$ cat src/rtl/button_pkg.sv
// Shared constants and state encoding for the button event path.
// Defaults assume a 100 MHz system clock, matching the debouncer.
package button_pkg;

  localparam logic [1:0] ST_IDLE = 2'd0;
  localparam logic [1:0] ST_DOWN = 2'd1;
  localparam logic [1:0] ST_HOLD = 2'd2;

  localparam int LONG_CYCLES_DEF   = 100_000_000;
  localparam int REPEAT_CYCLES_DEF = 20_000_000;
  localparam int CNT_W_DEF         = 27;

  typedef enum logic [1:0] {
    IDLE = ST_IDLE,
    DOWN = ST_DOWN,
    HOLD = ST_HOLD
  } btn_state_t;

endpackage

$ cat src/rtl/button_edge_detect.sv
// Registers the debounced level once and derives single-cycle rise/fall strobes.
module button_edge_detect (
  input  logic clk,
  input  logic rst_n,
  input  logic clean,
  output logic rise,
  output logic fall
);

  logic clean_q;

  always_ff @(posedge clk or negedge rst_n) begin
    if (!rst_n) clean_q <= 1'b0;
    else        clean_q <= clean;
  end

  assign rise = clean & ~clean_q;
  assign fall = ~clean & clean_q;

endmodule

$ cat src/rtl/button_event.sv
// Turns the debounced button level into press/release/long-press pulses and a held level.
// Auto-repeat in long hold is compiled in only when BUTTON_AUTOREPEAT_EN is defined.
module button_event
  import button_pkg::*;
#(
  parameter int LONG_CYCLES   = LONG_CYCLES_DEF,
  parameter int REPEAT_CYCLES = REPEAT_CYCLES_DEF,
  parameter int CNT_W         = CNT_W_DEF
) (
  input  logic clk,
  input  logic rst_n,
  input  logic clean,
  output logic press,
  output logic release_pulse,
  output logic long_press,
  output logic repeat_pulse,
  output logic held
);

  if (LONG_CYCLES < 2 || REPEAT_CYCLES < 2 || CNT_W < 2) begin : g_bad_params
    $error("button_event: LONG_CYCLES and REPEAT_CYCLES must be >= 2");
  end

  localparam logic [CNT_W-1:0] LONG_LAST   = CNT_W'(LONG_CYCLES - 1);
  localparam logic [CNT_W-1:0] REPEAT_LAST = CNT_W'(REPEAT_CYCLES - 1);
  localparam logic [CNT_W-1:0] CNT_ONE     = CNT_W'(1);

  logic             rise;
  logic             fall;
  btn_state_t       state;
  logic [CNT_W-1:0] cnt;

  button_edge_detect u_edge (
    .clk   (clk),
    .rst_n (rst_n),
    .clean (clean),
    .rise  (rise),
    .fall  (fall)
  );

  // Fall is tested before any threshold so a release can never coincide with long/repeat.
  always_ff @(posedge clk or negedge rst_n) begin
    if (!rst_n) begin
      state         <= IDLE;
      cnt           <= '0;
      press         <= 1'b0;
      release_pulse <= 1'b0;
      long_press    <= 1'b0;
      held          <= 1'b0;
`ifdef BUTTON_AUTOREPEAT_EN
      repeat_pulse  <= 1'b0;
`endif
    end else begin
      press         <= 1'b0;
      release_pulse <= 1'b0;
      long_press    <= 1'b0;
`ifdef BUTTON_AUTOREPEAT_EN
      repeat_pulse  <= 1'b0;
`endif
      case (state)
        IDLE: begin
          if (rise) begin
            press <= 1'b1;
            held  <= 1'b1;
            cnt   <= '0;
            state <= DOWN;
          end
        end
        DOWN: begin
          if (fall) begin
            release_pulse <= 1'b1;
            held          <= 1'b0;
            cnt           <= '0;
            state         <= IDLE;
          end else if (cnt == LONG_LAST) begin
            long_press <= 1'b1;
            cnt        <= '0;
            state      <= HOLD;
          end else begin
            cnt <= cnt + CNT_ONE;
          end
        end
        HOLD: begin
          if (fall) begin
            release_pulse <= 1'b1;
            held          <= 1'b0;
            cnt           <= '0;
            state         <= IDLE;
          end
`ifdef BUTTON_AUTOREPEAT_EN
          else if (cnt == REPEAT_LAST) begin
            repeat_pulse <= 1'b1;
            cnt          <= '0;
          end else begin
            cnt <= cnt + CNT_ONE;
          end
`endif
        end
        default: begin
          held  <= 1'b0;
          cnt   <= '0;
          state <= IDLE;
        end
      endcase
    end
  end

`ifndef BUTTON_AUTOREPEAT_EN
  // Frozen HOLD counter: the repeat threshold is never consulted in this build.
  logic unused_repeat;
  assign unused_repeat = ^REPEAT_LAST;
  assign repeat_pulse  = 1'b0;
`endif

endmodule

$ cat config.mk
export PLATFORM = sky130hd
export DESIGN_NAME = button_event
export DESIGN_NICKNAME = d
export VERILOG_FILES = /design/src/rtl/button_pkg.sv /design/src/rtl/button_edge_detect.sv /design/src/rtl/button_event.sv
export SDC_FILE = /design/constraint.sdc
export NUM_CORES = 1
export LEC_CHECK = 0
export CAP_MARGIN = 0
export CORE_UTILIZATION = 40
export DETAILED_ROUTE_END_ITERATION = 12
export GPL_TIMING_DRIVEN = 0
export SYNTH_ARGS = -nofsm -noshare
export SYNTH_HDL_FRONTEND = slang
export SYNTH_HIERARCHICAL = 1
export SYNTH_SLANG_ARGS = --single-unit
$ cat constraint.sdc
create_clock -name clk -period 1.79 [get_ports clk]
set_input_delay 0.2685 -clock clk [delete_from_list [all_inputs] [get_ports clk]]
set_output_delay 0.2685 -clock clk [all_outputs]
set_load 0.1 [all_outputs]
[Yosys cells after proc, flatten, opt, wreduce, memory -nomap -nowiden]
Index checks and enable logic that the tools add are counted.
Operators by class
  add/sub/neg operators: 1
  multiply operators: 0
  divide/modulo/power cells: 0
  $lt $le $gt $ge: 0
  eq/ne operators: 7
  shifts and indexed selects: 0
  multiplexer cells: 20
  bitwise logic cells: 4
  reduce and logical (&&, ||, !) cells: 5
Operators with widths (number)
  $mux W27: 4
  $pmux W27 S3: 1
  $add A27 B1 Y27 const B: 1
  $eq A27 B27 Y1 const B: 1
  $mux W1: 9
  $mux W2: 4
  $pmux W2 S3: 1
  $ne A2 B2 Y1 const B: 2
  $reduce_and A2 Y1: 2
  $ne A3 B3 Y1 const B: 1
  $reduce_and A3 Y1: 1
  $and A1 B1 Y1: 2
  $eq A2 B1 Y1 const B: 1
  $eq A2 B2 Y1 const B: 1
  $logic_not A2 Y1: 1
  $ne A2 B1 Y1 const B: 1
  $not A1 Y1: 2
  $pmux W1 S2: 1
  $reduce_or A2 Y1: 1
Word-level totals
  register bits: 34
  bits in latches: 0
  memory bits (writable): 0
  ROM bits: 0
  bits of input ports: 3
  output and inout port bits: 5
  logic and storage cells: 44
  memories kept: 0

[Longest topological paths before layout]
  word-level depth: 4
  mapped depth: 9
  gate-level depth less buffers: 7

[Cells and area by module]
Netlist, hierarchy kept.
Modules (own cells, without submodules)
  button_event: times used 1, cells each 192, area an instance 1786.7 um^2, seq. area each 825.8 um^2
  button_edge_detect: times used 1, cells each 3, area an instance 40.0 um^2, seq. area each 25.0 um^2

[Worst setup path before layout]
OpenSTA, ideal clock, no wires.
  path kind: reg-to-reg
  start: reg state[0]
  end: reg cnt[26]
  library setup time: 0.077 ns
  data arrival time: 1.774 ns
  required time: 1.713 ns
  path slack: -0.062 ns
  cell stages (with the launch flop): 9
  path buffers: 1
  period minus slack after synthesis: 1.852 ns
  cell sequence: dfrtp_1 > inv_1 > ha_1 > nor2b_4 > or2_1 > buf_2 > nor3_4 > or3b_1 > a21oi_1
Between the ends
  longest elaborated chain between the ends: 3
  elaborated cells on any way between the ends: 7
  classes of those cells: eq/ne: 4; mux: 1; reduce/logical: 2
Ends and longest elaborated chain
  from (decl): line button_event.sv:30  | btn_state_t state;
  from (signal assigned): line button_event.sv:44  | state <= IDLE;
  from (signal assigned): line button_event.sv:66  | state <= DOWN;
  from (signal assigned): line button_event.sv:74  | state <= IDLE;
  $eq A2 B2 Y1 or $logic_not A2 Y1 (tied branches): line button_event.sv:60  | case (state)
  $ne A2 B2 Y1 (no source line)
  $reduce_and A2 Y1 (no source line)
  to (signal assigned): line button_event.sv:80  | cnt <= cnt + CNT_ONE;
  to (decl): line button_event.sv:31  | logic [CNT_W-1:0] cnt;
Several ways; a longest one is shown, not always the timed one.
A chain may end at the register's enable or synchronous reset.

[Worst setup path in the final report]
  start: reg state[1]
  end: reg cnt[26]
Same word-level chain as after synthesis.

==> flow_metrics.py <==
metrics = {
    "finish": {
        "design_area_sq_um": 2420,
        "fillers": 378,
        "fin_cells": 277,
        "drive_above_1_share_pct": 31.1,
        "final_nets": 231,
        "antenna_cells": 0,
        "synthToLayoutAreaGrowth_pct": 32.4,
    },
    "yosys": {
        "synth_async_sr_flop_share_pct": 100,
        "ys_types": 38,
        "synth_fa_ha_area_share_pct": 2.74,
        "ys_warn_count": 6,
        "synth_compound_area_share_pct": 5.55,
        "synth-simple-area-share_pct": 32.8,
        "syn-mean-instance-area_sq_um": 9.37,
        "synthCells": 195,
        "synth_mux_area_share_pct": 0.548,
        "yosysMostFrequentCell": "dfrtp_1",
        "netlist_top_cells_count": "34 x dfrtp_1, 30 x nor2_1, 16 x nand2_1, 16 x nand4_1",
        "netlist_area_sq_um": 1830,
        "synth_top_area_share_pct": 46.6,
        "synth_seq_cells": 34,
        "ys_seq_area_share_pct": 46.6,
        "synthTopCellsByArea": "dfrtp_1 47%, nor2_1 6.2%, nand4_1 5.5%",
        "yosysTopAreaCell": "dfrtp_1",
        "synth_xor_area_share_pct": 8.63,
        "synth_edf_count": 0,
        "syn_nets": 202,
        "synth_top_family_by_area": "simple AND/OR/NAND/NOR gates",
        "ys.flop_type": "dfrtp_1",
    },
    "floorplan": {
        "die_h_um": 69.6,
        "initial_core_util_pct": 41.7,
        "ios": 8,
        "die-area_sq_um": 4840,
        "core-area_sq_um": 4380,
        "row_count": 24,
        "die_x_um": 69.6,
    },
    "clocking": {
        "ctsHtreeMaxLevel": 2,
        "clockBufferDepth": 2,
        "cts_buffers": 5,
        "cts_tree": "built",
        "clockRootBuffer": "clkbuf_8",
        "clock_latency_ns": 0.29,
        "cts.sinks": 34,
        "clkTransAtPathRegs_ns": 0.07,
    },
    "sta": {
        "tns_ns": -0.252,
        "min_period_over_period_pct": 104,
        "drv_slew": 0,
        "rsz0062_at_grt": "yes",
        "fin_skew_ns": 0.00430,
        "setup_violations": 11,
        "finalWorstSetupSlack_ns": -0.0767,
        "worst_pin_slew_ns": 0.956,
        "hold_slack_ns": 0.0469,
        "max_freq_mhz": 536,
        "min_period_ns": 1.87,
        "relSlewSlack_pct": 36.5,
        "hold_viol_final": 0,
    },
    "worst_setup_path": {
        "required_ns": 2.00,
        "cp-end-kind": "flip-flop",
        "max_stage_delay_ns": 0.42,
        "worstSetupPathType": "flip-flop to flip-flop",
        "worst_ep_arrival_time_ns": 2.08,
        "critPathLaunchType": "flip-flop",
        "path_cells": "inv_2 -> ha_4 -> nor2b_4 -> or2_1 -> buf_6 -> nor3_4 -> or3b_1 -> a21oi_1",
        "crit_fanout": 8,
        "slowest_stage": "dfrtp_2",
    },
    "power": {
        "p_clk_share_pct": 23.7,
        "power_frac_seq_pct": 35.4,
        "vdd_ir_drop_max_mv": 0.327,
        "pwr-share-comb_pct": 41.0,
        "internal_power_w": 0.00153,
        "switching_share_pct": 37.6,
        "switchingPower_w": 0.000923,
        "powerDensity_nw_per_um2": 1020,
        "total_leakage_power_nw": 0.998,
    },
    "global_route": {
        "grt_pass1_vias": 1339,
        "grt_pass1_wl_um": 6570,
        "grt_max_degree": 35,
        "grt_use_total_pct": 17.3,
        "overflow": 0,
        "antenna_found_initial": 0,
    },
    "run_status": {
        "violations": "setup timing",
        "status": "finished with violations",
    },
    "placed_design": {
        "place_hpwl_um": 2630,
        "portBuffers": 6,
        "place_ws_ns": -0.625,
        "placed_cells": 253,
        "placed_area_sq_um": 1960,
        "gp_congestion": 0.824,
    },
    "run": {
        "cap_violations": 0,
    },
    "route": {
        "drt_wl_total_um": 4360,
        "vias_per_cell": 5.57,
        "first_pass_iters": 4,
        "drt_iter0_drc": 98,
        "antenna_left": 0,
        "avgRoutedWirePerCell_um": 15.7,
        "post-route-drc-count": 0,
        "routed-via-count": 1543,
    },
    "hold_path": {
        "min_path_type": "input pin to async pin",
    },
}
[registers in the layout, indices dropped and copies added (netlist names)]
register        cells
cnt                27
held                1
long_press          1
press               1
release_pulse       1
state               2
u_edge/clean_q      1
[cell type report]
| class | instances | area (sq um) | area share [%] |
|---|---|---|---|
| clock buffers | 7 | 86.3 | 3.57 |
| multi-input cells | 149 | 1120 | 46.4 |
| plain buffers | 6 | 57.6 | 2.38 |
| flip-flops and latches | 34 | 853 | 35.3 |
| inverters | 6 | 22.5 | 0.931 |
| repair buffers | 22 | 208 | 8.59 |
| clock inverters | 1 | 5.00 | 0.207 |
| well taps | 52 | 65.1 | 2.69 |
[worst max-delay path, delay by kind of cell, from the launching register on]
family	cells	cell delay (ns)
AO/OA/AOI/OAI	1	0.13
adder cells (fa/ha/maj)	1	0.16
buffers and inverters	2	0.22
flip-flops	1	0.42
AND/OR/NAND/NOR	4	0.85
[metrics by stage]
step                power [W]  utilization [%]
floorplan             0.00135                -
global placement      0.00153             44.8
detailed placement    0.00153             44.7
CTS                   0.00216             48.5
global route          0.00259             55.2
finish                0.00246             55.2
[cells in the final DEF, fill, tap and decap left out, types with 2 or more instances in the layout]
master and n:
nor4_2 3, nand4_1 16, buf_6 10, nand2_1 15, nor3_1 2, nor2_1 21
nor2_4 2, buf_2 2, nor2_2 7, xor2_1 9, nor2b_4 3, nand3_2 2
dfrtp_2 2, nor4_4 3, o31ai_1 2, dlygate4sd2_1 4, a21oi_1 4, nand3_1 8
inv_1 4, o21ai_0 6, and3_1 4, inv_2 2, and2_1 3, clkbuf_8 6
nand2b_1 2, dfrtp_1 32, ha_4 3, buf_4 10, nor3_4 2, and4_1 2
xnor2_1 8
[kinds of logic (layout without fill, tap and decap cells)]
logic type                 Yosys count  in the layout
other                                1              1
and+or+nand+nor                    108            108
DFF                                 34             34
AOI/OAI and AO/OA                   17             17
muxes                                1              1
xor gates and xnor gates            18             18
adders and majority gates            4              4
buffers and inverters               12             42
[timing repair]
| action | in CTS | in global routing |
|---|---|---|
| cloned | 0 | 2 |
| endpoints found under the setup margin | 32 | 27 |
| pin swaps | 3 | 15 |
| gates resized for setup | 20 | 45 |
| endpoints found under the hold margin | 0 | 0 |
| hold buffers | 0 | 0 |
| setup buffers | 3 | 11 |
[power groups by stage]
| stage | clock network (W) | registers, W | logic, W |
|---|---|---|---|
| 2_1_floorplan | 0 | 0.00100 | 0.000351 |
| 3_3_place_gp | 0 | 0.000875 | 0.000654 |
| 3_5_place_dp | 0 | 0.000877 | 0.000655 |
| 4_1_cts | 0.000594 | 0.000862 | 0.000704 |
| 5_1_grt | 0.000626 | 0.000875 | 0.00109 |
| 6_report | 0.000581 | 0.000869 | 0.00101 |
[layer usage]
layer | global-route usage (%) | up-vias | wire, um
li1 | - | 746 | -
met2 | 24.4 | 30 | 2110
met1 | 25.6 | 759 | 2050
met4 | 6.12 | 0 | 68
met5 | 0 | - | 0
met3 | 4.36 | 8 | 131
[worst paths after layout]
path,start,to,slack (ns),cells after the start
max in group asynchronous,rst_n,state[1],1.21,1
min,rst_n,cnt[18],0.05,1
min in group clk,clean,u_edge/clean_q,0.15,1
min reg2reg,cnt[12],cnt[12],0.55,1
max,state[1],cnt[26],-0.08,8
max reg2reg,state[1],cnt[26],-0.08,8
No activity file was read; power rests on OpenSTA's default activity.
